--- config.mk ---
export PLATFORM = sky130hd
export DESIGN_NAME = wb_byte_master
export DESIGN_NICKNAME = d
export VERILOG_FILES = /design/src/rtl/wb_byte_master.sv
export SDC_FILE = /design/constraint.sdc
export NUM_CORES = 1
export LEC_CHECK = 0
export CAP_MARGIN = 20
export CORE_AREA = 2 2 118 120
export CTS_BUF_LIST = sky130_fd_sc_hd__clkbuf_4 sky130_fd_sc_hd__clkbuf_8
export CTS_CLUSTER_SIZE = 40
export DETAILED_ROUTE_END_ITERATION = 8
export DIE_AREA = 0 0 120 122
export HOLD_SLACK_MARGIN = 0.08
export MAX_ROUTING_LAYER = met4
export PLACE_DENSITY = 0.82
export SKIP_LAST_GASP = 1
export SLEW_MARGIN = 20
export SYNTH_ARGS = -nofsm -noshare
export SYNTH_HDL_FRONTEND = slang
export SYNTH_SLANG_ARGS = --single-unit
--- constraint.sdc ---
create_clock -name wb_clk_i -period 2.7 [get_ports wb_clk_i]
set_input_delay 0.405 -clock wb_clk_i [delete_from_list [all_inputs] [get_ports wb_clk_i]]
set_output_delay 0.405 -clock wb_clk_i [all_outputs]
set_load 0.05 [all_outputs]
--- src/rtl/wb_byte_master.sv ---
// Wishbone pipelined single-beat bus master controlled by a byte-stream
// command channel. 'W' + 4 address + 4 data bytes issues a write, 'R' + 4
// address bytes issues a read, and every command gets a status response
// ('K', 'E' or '?'). A successful read also returns 4 data bytes, MSB first.
module wb_byte_master #(
  parameter int unsigned TIMEOUT_CYCLES = 1024
) (
  input  logic        wb_clk_i,
  input  logic        wb_rst_ni,
  input  logic [7:0]  rx_data_i,
  input  logic        rx_valid_i,
  output logic        rx_ready_o,
  output logic [7:0]  tx_data_o,
  output logic        tx_valid_o,
  input  logic        tx_ready_i,
  output logic        wbm_cyc_o,
  output logic        wbm_stb_o,
  output logic        wbm_we_o,
  output logic [31:0] wbm_adr_o,
  output logic [31:0] wbm_dat_o,
  output logic [3:0]  wbm_sel_o,
  input  logic [31:0] wbm_dat_i,
  input  logic        wbm_ack_i,
  input  logic        wbm_err_i,
  input  logic        wbm_stall_i,
  output logic        busy_o
);

  localparam logic [7:0] CMD_WRITE = 8'h57;
  localparam logic [7:0] CMD_READ  = 8'h52;
  localparam logic [7:0] RSP_OK    = 8'h4B;
  localparam logic [7:0] RSP_ERR   = 8'h45;
  localparam logic [7:0] RSP_UNK   = 8'h3F;

  // The counter only has to reach TIMEOUT_CYCLES-1: the abort happens at
  // the end of the cycle in which it holds that value.
  localparam int unsigned TW = (TIMEOUT_CYCLES > 2) ? $clog2(TIMEOUT_CYCLES) : 1;
  localparam logic [TW-1:0] TMO_LAST = TW'(TIMEOUT_CYCLES - 1);

  typedef enum logic [2:0] {
    S_IDLE,
    S_ADDR,
    S_DATA,
    S_BUS_REQ,
    S_BUS_WAIT,
    S_RESP_STATUS,
    S_RESP_DATA
  } state_t;

  state_t        state;
  logic [1:0]    byte_cnt;
  logic          is_write;
  logic          rd_ok;
  logic [31:0]   rdata;
  logic [TW-1:0] tmo_cnt;

  logic rx_fire;
  logic tx_fire;
  logic tmo_hit;

  assign rx_fire = rx_valid_i & rx_ready_o;
  assign tx_fire = tx_valid_o & tx_ready_i;
  assign tmo_hit = (tmo_cnt == TMO_LAST);

  // Command FSM: collects command bytes, runs the bus cycle, streams response.
  // NOTE: every register here is assigned with <= so all of them update from
  // the same pre-edge values; a blocking = would let later statements see
  // half-updated state and break the cycle-exact handshakes.
  always_ff @(posedge wb_clk_i or negedge wb_rst_ni) begin
    if (!wb_rst_ni) begin
      state      <= S_IDLE;
      byte_cnt   <= '0;
      is_write   <= 1'b0;
      rd_ok      <= 1'b0;
      rdata      <= '0;
      tmo_cnt    <= '0;
      rx_ready_o <= 1'b1;
      tx_data_o  <= '0;
      tx_valid_o <= 1'b0;
      wbm_cyc_o  <= 1'b0;
      wbm_stb_o  <= 1'b0;
      wbm_we_o   <= 1'b0;
      wbm_adr_o  <= '0;
      wbm_dat_o  <= '0;
      wbm_sel_o  <= '0;
      busy_o     <= 1'b0;
    end else begin
      case (state)
        S_IDLE: begin
          if (rx_fire) begin
            busy_o <= 1'b1;
            if (rx_data_i == CMD_WRITE || rx_data_i == CMD_READ) begin
              is_write <= (rx_data_i == CMD_WRITE);
              byte_cnt <= '0;
              state    <= S_ADDR;
            end else begin
              rd_ok      <= 1'b0;
              tx_data_o  <= RSP_UNK;
              tx_valid_o <= 1'b1;
              rx_ready_o <= 1'b0;
              state      <= S_RESP_STATUS;
            end
          end
        end

        S_ADDR: begin
          if (rx_fire) begin
            wbm_adr_o <= {wbm_adr_o[23:0], rx_data_i};
            byte_cnt  <= byte_cnt + 2'd1;
            if (byte_cnt == 2'd3) begin
              if (is_write) begin
                state <= S_DATA;
              end else begin
                // Launch the read on the cycle after the last address byte.
                wbm_cyc_o  <= 1'b1;
                wbm_stb_o  <= 1'b1;
                wbm_we_o   <= 1'b0;
                wbm_sel_o  <= 4'hF;
                tmo_cnt    <= '0;
                rx_ready_o <= 1'b0;
                state      <= S_BUS_REQ;
              end
            end
          end
        end

        S_DATA: begin
          if (rx_fire) begin
            wbm_dat_o <= {wbm_dat_o[23:0], rx_data_i};
            byte_cnt  <= byte_cnt + 2'd1;
            if (byte_cnt == 2'd3) begin
              wbm_cyc_o  <= 1'b1;
              wbm_stb_o  <= 1'b1;
              wbm_we_o   <= 1'b1;
              wbm_sel_o  <= 4'hF;
              tmo_cnt    <= '0;
              rx_ready_o <= 1'b0;
              state      <= S_BUS_REQ;
            end
          end
        end

        S_BUS_REQ, S_BUS_WAIT: begin
          // Termination priority: err over ack, and either over timeout.
          if (wbm_err_i || wbm_ack_i || tmo_hit) begin
            wbm_cyc_o  <= 1'b0;
            wbm_stb_o  <= 1'b0;
            wbm_we_o   <= 1'b0;
            wbm_sel_o  <= '0;
            tx_valid_o <= 1'b1;
            state      <= S_RESP_STATUS;
            if (!wbm_err_i && wbm_ack_i) begin
              rdata     <= wbm_dat_i;
              rd_ok     <= !is_write;
              tx_data_o <= RSP_OK;
            end else begin
              rd_ok     <= 1'b0;
              tx_data_o <= RSP_ERR;
            end
          end else begin
            tmo_cnt <= tmo_cnt + TW'(1);
            if (state == S_BUS_REQ && !wbm_stall_i) begin
              wbm_stb_o <= 1'b0;
              state     <= S_BUS_WAIT;
            end
          end
        end

        S_RESP_STATUS: begin
          if (tx_fire) begin
            if (rd_ok) begin
              tx_data_o <= rdata[31:24];
              rdata     <= {rdata[23:0], 8'h00};
              byte_cnt  <= '0;
              state     <= S_RESP_DATA;
            end else begin
              tx_valid_o <= 1'b0;
              rx_ready_o <= 1'b1;
              busy_o     <= 1'b0;
              state      <= S_IDLE;
            end
          end
        end

        S_RESP_DATA: begin
          if (tx_fire) begin
            if (byte_cnt == 2'd3) begin
              tx_valid_o <= 1'b0;
              rx_ready_o <= 1'b1;
              busy_o     <= 1'b0;
              state      <= S_IDLE;
            end else begin
              tx_data_o <= rdata[31:24];
              rdata     <= {rdata[23:0], 8'h00};
              byte_cnt  <= byte_cnt + 2'd1;
            end
          end
        end

        default: state <= S_IDLE;
      endcase
    end
  end

endmodule
==> metrics.yaml <==
critPathMaxFanout: 6
grt_first_pass_wirelength_um: 22600
start_util: 0.439
timing.final.crit_share: 0.855
leakage_nw: 3.55
tightest_slew_ns: 0.637
vias_per_cell: 5.34
clock_skew_ns: 0.0127
postCtsSetupBuffers: 0
clkTransAtPathRegs_ns: 0.07
grt_pass1_vias: 4525
critical_path_class: "input port to flop"
totalWireLength_um: 13700
synth-seq-area-share: 0.536
fin_crit_ns: 2.31
hold_class: "input port to asynchronous set/reset pin"
yosys_warnings: 0
final_design_area_no_fill_mm2: 0.00787
syn-cell-area_mm2: 0.00593
yosys-top-cells-count: "126 x dfrtp_1, 65 x mux2_2, 61 x nand2_1"
drtPass1Iterations: 5
synth_cells: 515
std_cell_rows: 43
cp-end-kind: "flop"
vias: 4485
boundaryPins: 129
dpl_cell_area_mm2: 0.00744
portBuffers: 128
status: "complete, no violations"
maxSlewHeadroom: 0.574
crit_family: "buffers and inverters"
core_mm2: 0.0135
synth.distinct_cells: 64
ant_nets: 0
numCtsBuffers: 17
clock.fmax_ghz: 0.433
fillCellCount: 1095
yosys.area.top_type: "dfrtp_1"
tns_ns: 0
syn-num-nets: 564
clock_latency_ns: 0.45
routabilityCongestion: 0.895
cts.sink_count: 127
async_flop_share: 1.00
critPathSlowestCell: "clkdlybuf4s50_1"
grt_max_degree: 53
synth_area_per_cell_um2: 11.5
maxCapViolCount: 0
grt_overflow: 0
ys_seq_elements: 127
crit_path_frequent_cell: "buf_4"
dr_wl_met2_um: 6740
ys.flop_type: "dfrtp_1"
crit_buf_inv: 3
hold_viol: 0
crit_cells: 8
cts-root-buf: "clkbuf_8"
arrival_ns: 2.66
rsz0062_at_grt: "no"
peakVddDrop_mv: 0.564
dp_hpwl_um: 9910
cpPeakStageDelay_ns: 0.50
setup_violations: 0
m1WireLength_um: 6000
die_w_um: 120
gr-usage-all-layers: 0.200
htreeDepth: 4
r2r_cells: 7
drtIter0Drc: 338
power_density_mw_per_mm2: 1310
area_growth_pct: 32.6
drc: 0
met3_length_um: 621
cp.required_ns: 3.06
yosysMostFrequentCell: "dfrtp_1"
wl_per_cell_um: 16.3
drive_gt1_frac: 0.194
dieArea_mm2: 0.0146
antenna-diode-count: 0
nets: 696
antenna_found_initial: 0
synth_area_leaders: "dfrtp_1 53%, mux2_2 12%, mux2i_1 5.2%"
worstPathCellList: "clkdlybuf4s50_1 > nor4bb_1 > buf_4 > nand4b_1 > o2bb2ai_1 > o211ai_4 > buf_4 > mux2i_1"
slew_violations: 0
yosysTopAreaCellShare: 0.531
fp.dieH_um: 122
clk_path_buf_depth: 2
cts_tree: "built"
synth_edf_count: 0
routed.top_layer: "met4"
cp-start-kind: "input port"
[worst paths after layout]
kind / startpoint / to / slack, ns
min in group wb_clk_i: rdata[27] / rdata[27] / 0.48
max in group asynchronous: wb_rst_ni / wbm_dat_o[31] / 1.67
max reg2reg: tmo_cnt[0] / tx_data_o[4] / 0.44
max: rx_data_i[4] / tx_data_o[4] / 0.39
min reg2reg: rdata[27] / rdata[27] / 0.48
min: wb_rst_ni / wbm_adr_o[17] / 0.37
[where the power goes]
group | internal [mW] | leakage (nW) | switching [mW] | total, mW
sequential | 2.62 | 1.64 | 0.562 | 3.18
clock | 0.951 | 0.215 | 0.733 | 1.68
combinational | 2.08 | 1.70 | 3.33 | 5.41
total | 5.65 | 3.55 | 4.62 | 10.3
[cell families after synthesis]
kind of cell / synth area share
mux: 0.187
xor+xnor: 0.00148
simple gates: 0.106
flops: 0.536
compound gates: 0.124
buf+inv: 0.0382
fa+ha+maj: 0.00759
[cell type report]
class / count / area [µm²] / share of cell area
clock buffers: 23 / 310 / 0.0394
clock inverters: 9 / 105 / 0.0134
inverters: 14 / 52.6 / 0.00668
multi-input cells: 344 / 2550 / 0.324
flip-flops and latches: 127 / 3180 / 0.404
well taps: 180 / 225 / 0.0286
repair buffers: 143 / 1440 / 0.184
[state kept, by name, indices dropped and copies added, names as in the netlist, 2 cells and up]
signal / cells
rdata: 32
wbm_adr_o: 32
wbm_dat_o: 32
tmo_cnt: 10
tx_data_o: 8
state: 3
byte_cnt: 2
[placed cells by master (no fill, tap or decap), drive strengths merged, types with 7 or more instances in the layout]
master	Yosys	final
clkdlybuf4s50	0	127
dfrtp	126	126
mux2	71	71
nand2	61	61
o21ai	54	54
mux2i	31	31
clkbuf	6	23
nor2	20	20
inv	14	15
buf	24	15
a21oi	10	10
a31oi	8	8
nand3	7	7
[repair_timing]
action,4_1_cts,5_1_grt
hold buffers,1,0
endpoints found under the hold margin,13,0
resized for setup,0,0
setup endpoints to repair,0,0
[stage by stage]
| stage | setup slack, ns | total power, mW | instances | hold slack [ns] | utilization |
|---|---|---|---|---|---|
| detailed placement | -0.0402 | 8.63 | 807 | 0.281 | 0.551 |
| global placement | 0.0649 | 8.47 | 807 | 0.277 | 0.551 |
| floorplan | 0.684 | 6.93 | 515 | 0.109 | - |
| CTS | 0.380 | 10.3 | 840 | 0.349 | 0.583 |
| finish | 0.392 | 10.3 | 840 | 0.366 | 0.583 |
| global route | 0.306 | 10.9 | 840 | 0.363 | 0.583 |
[worst reg2reg max path: cells and delay by family (launching register included)]
family,cells,cell delay [ns]
AO/OA/AOI/OAI,3,0.87
flip-flops,1,0.42
adder cells (fa/ha/maj),1,0.26
AND/OR/NAND/NOR,1,0.23
buffers and inverters,1,0.20
multiplexers,1,0.20
[layer usage]
metal	global-route usage	vias to the layer above
met5	-	-
met4	0.0846	0
met3	0.0463	30
met2	0.307	136
met1	0.256	2192
li1	-	2127
Power figures use the tool's default switching activity.
==> RTL change: new RTL, same flow settings <==
Reset style: synchronous (`wb_rst_ni`), changed in one clocked block.
--- a/src/rtl/wb_byte_master.sv
+++ b/src/rtl/wb_byte_master.sv
@@ -66,7 +66,7 @@
   // NOTE: every register here is assigned with <= so all of them update from
   // the same pre-edge values; a blocking = would let later statements see
   // half-updated state and break the cycle-exact handshakes.
-  always_ff @(posedge wb_clk_i or negedge wb_rst_ni) begin
+  always_ff @(posedge wb_clk_i) begin
     if (!wb_rst_ni) begin
       state      <= S_IDLE;
       byte_cnt   <= '0;
Check against the original RTL: differs if wb_rst_ni is asserted again (counterexample within 4 cycles, from zero or initial values and one cycle with wb_rst_ni low); with wb_rst_ni held inactive, the same outputs for 4 cycles.
==> RTL change against the original RTL <==
Final area is 8.5% lower; wire length is 1.6% higher; sequential cell count unchanged; die area did not move; worst setup slack got worse by 0.046 ns; critical path depth fell by 3; synthesized area fell by 11%; clock skew decreased by 0.0011 ns; utilization decreased by 5.0 points; count of clock-buffer cells in the layout decreased by 3; synthesized cell count increased by 29%.
Power is not compared: it rests on default switching activity, and its combinational part moved more than twofold at a synthesized area within 25%.
==> RTL change: results (changes against the original RTL) <==
RUN STATUS
-------------------------------------------------------------------------------------------
Run status ................................................................... finished clean

GRT
-------------------------------------------------------------------------------------------
Global-route usage over all layers ...........................................       19.79%   -0.23 points
Largest net degree at the start of global routing ............................           48   -9.4%
Via count of the first global-routing pass ...................................         4586   +1.3%
First-pass GRT wire length ...................................................     22360 um   -1.0%

YOSYS
-------------------------------------------------------------------------------------------
Cell types with the highest counts after synthesis ........................... sky130_fd_sc_hd__nand2_1 (196), sky130_fd_sc_hd__dfxtp_1 (127), sky130_fd_sc_hd__a21oi_1 (93), sky130_fd_sc_hd__nor2_1 (50), sky130_fd_sc_hd__clkbuf_1 (29)
Yosys cell types .............................................................           57   -11%
Post-synthesis net count .....................................................          713   +26%
Share of flip-flops with an asynchronous set or reset after synthesis ........           0%   -100 points
Top cells by area, synth ..................................................... sky130_fd_sc_hd__dfxtp_1 (48%), sky130_fd_sc_hd__nand2_1 (14%), sky130_fd_sc_hd__a21oi_1 (8.8%), sky130_fd_sc_hd__a311oi_1 (4.1%), sky130_fd_sc_hd__nor2_1 (3.5%)

LAYOUT
-------------------------------------------------------------------------------------------
Final nets ...................................................................          833   +20%
Fraction of final layout cells sized beyond drive strength 1 .................       8.783%   -11 points
FF/Latch Area ................................................................    2542 um^2   -20%
Clock buffer instance count of the final layout ..............................           20   -13%
Multi-input gates ............................................................          482   +40%
Non-clock buffers ............................................................          151   +5.6%
Portion of the layout cell area used by clock cells ..........................       5.979%   +0.70 points
Fraction of area in non-clock buffers ........................................       20.37%   +2.0 points

STA
-------------------------------------------------------------------------------------------
Max Clock Skew ...............................................................   0.01165 ns   -0.001055 ns
Worst slew margin relative to its limit ......................................       59.08%   +1.7 points

MIN PATH
-------------------------------------------------------------------------------------------
Class of the worst hold path ................................................. flop to flop

WORST SETUP PATH
-------------------------------------------------------------------------------------------
R2R cell count ...............................................................            5   -2
Worst stage delay on the critical path .......................................      0.61 ns   +0.11 ns
Critical-path maximum fanout .................................................           16   +10
Data arrival time of the critical path .......................................      2.69 ns   +0.03 ns
Slowest cell on crit path .................................................... sky130_fd_sc_hd__a221oi_4
Largest delay contributor family on the critical path ........................ compound AO/OA/AOI/OAI gates

ROUTE
-------------------------------------------------------------------------------------------
Count of vias placed by the detailed router ..................................         4992   +11%
Mean number of vias per cell .................................................        5.110   -4.3%
Number of design-rule violations left by the first detailed-router iteration .          389   +15%

PLACEMENT
-------------------------------------------------------------------------------------------
Cell count after placement ...................................................          945   +17%
Routability Congestion .......................................................       0.8908   -0.46%
Placed wire-length estimate after detailed placement .........................      9631 um   -2.8%

==> RTL change: cell types whose count changed after synthesis, moves of 9 or more <==
cell                       change
sky130_fd_sc_hd__nor2_1       +30
sky130_fd_sc_hd__mux2i_1      -27
sky130_fd_sc_hd__nand2_1     +135
sky130_fd_sc_hd__dfxtp_1     +127
sky130_fd_sc_hd__a311oi_1     +24
sky130_fd_sc_hd__o21ai_1      -24
sky130_fd_sc_hd__a22oi_1       +9
sky130_fd_sc_hd__inv_1         -9
sky130_fd_sc_hd__clkbuf_1     +23
sky130_fd_sc_hd__mux2_2       -65
sky130_fd_sc_hd__a21oi_1      +83
sky130_fd_sc_hd__o21ai_0      -10
sky130_fd_sc_hd__dfrtp_1     -126
==> RTL change: routing by layer <==
metal / share of wire, % / wire length (um) / vias up / GRT usage [%]
met2: 48 / 6644 / 144 / 30.26
met4: 2.8 / 395 / 0 / 10.51
li1: - / - / 2546 / -
met5: 0 / 0 / - / -
met3: 5.0 / 697 / 37 / 4.635
met1: 44 / 6156 / 2265 / 24.28
==> RTL change: cells by family (layout without fill, tap and decap cells) <==
logic type      Yosys count  in the layout  share of synthesized area [%]
compound gates          179            179                          21.92
xor+xnor                  3              3                         0.4956
fa+ha+maj                 2              2                         0.4718
buf+inv                  55            188                          4.813
flops                   127            127                          47.95
mux                       5              5                          1.038
simple gates            293            293                          23.31
==> RTL change: how the worst min path moves through the flow <==
stage	startpoint	to	slack, ns
floorplan	byte_cnt[1]$_SDFFE_PN0P_	byte_cnt[1]$_SDFFE_PN0P_	0.44
CTS	wbm_adr_o[27]$_SDFFE_PN0P_	wbm_adr_o[27]$_SDFFE_PN0P_	0.46
global placement	wbm_dat_o[26]$_SDFFE_PN0P_	wbm_dat_o[26]$_SDFFE_PN0P_	0.44
detailed placement	wbm_adr_o[29]$_SDFFE_PN0P_	wbm_adr_o[29]$_SDFFE_PN0P_	0.45
global route	wbm_dat_o[19]$_SDFFE_PN0P_	wbm_dat_o[27]$_SDFFE_PN0P_	0.47
finish	wbm_dat_o[25]$_SDFFE_PN0P_	wbm_dat_o[25]$_SDFFE_PN0P_	0.45
==> RTL change: metrics by stage <==
step           hold slack, ns  total power [mW]  cell area [um^2]  setup WS, ns  util (%)
6_report               0.4541             6.071              7198        0.3452     53.30
2_1_floorplan          0.4418             3.710              5303        0.6290         -
5_1_grt                0.4729             6.380              7198        0.1564     53.30
3_3_place_gp           0.4409             4.303              6768        0.3309     50.12
4_1_cts                0.4569             6.093              7198        0.3559     53.30
3_5_place_dp           0.4462             4.331              6768        0.2648     50.12
==> RTL change: power breakdown <==
part | switching (mW) | internal, mW | total (mW)
sequential | 0.189 | 2.07 | 2.26
clock | 0.763 | 0.990 | 1.75
combinational | 1.32 | 0.740 | 2.06
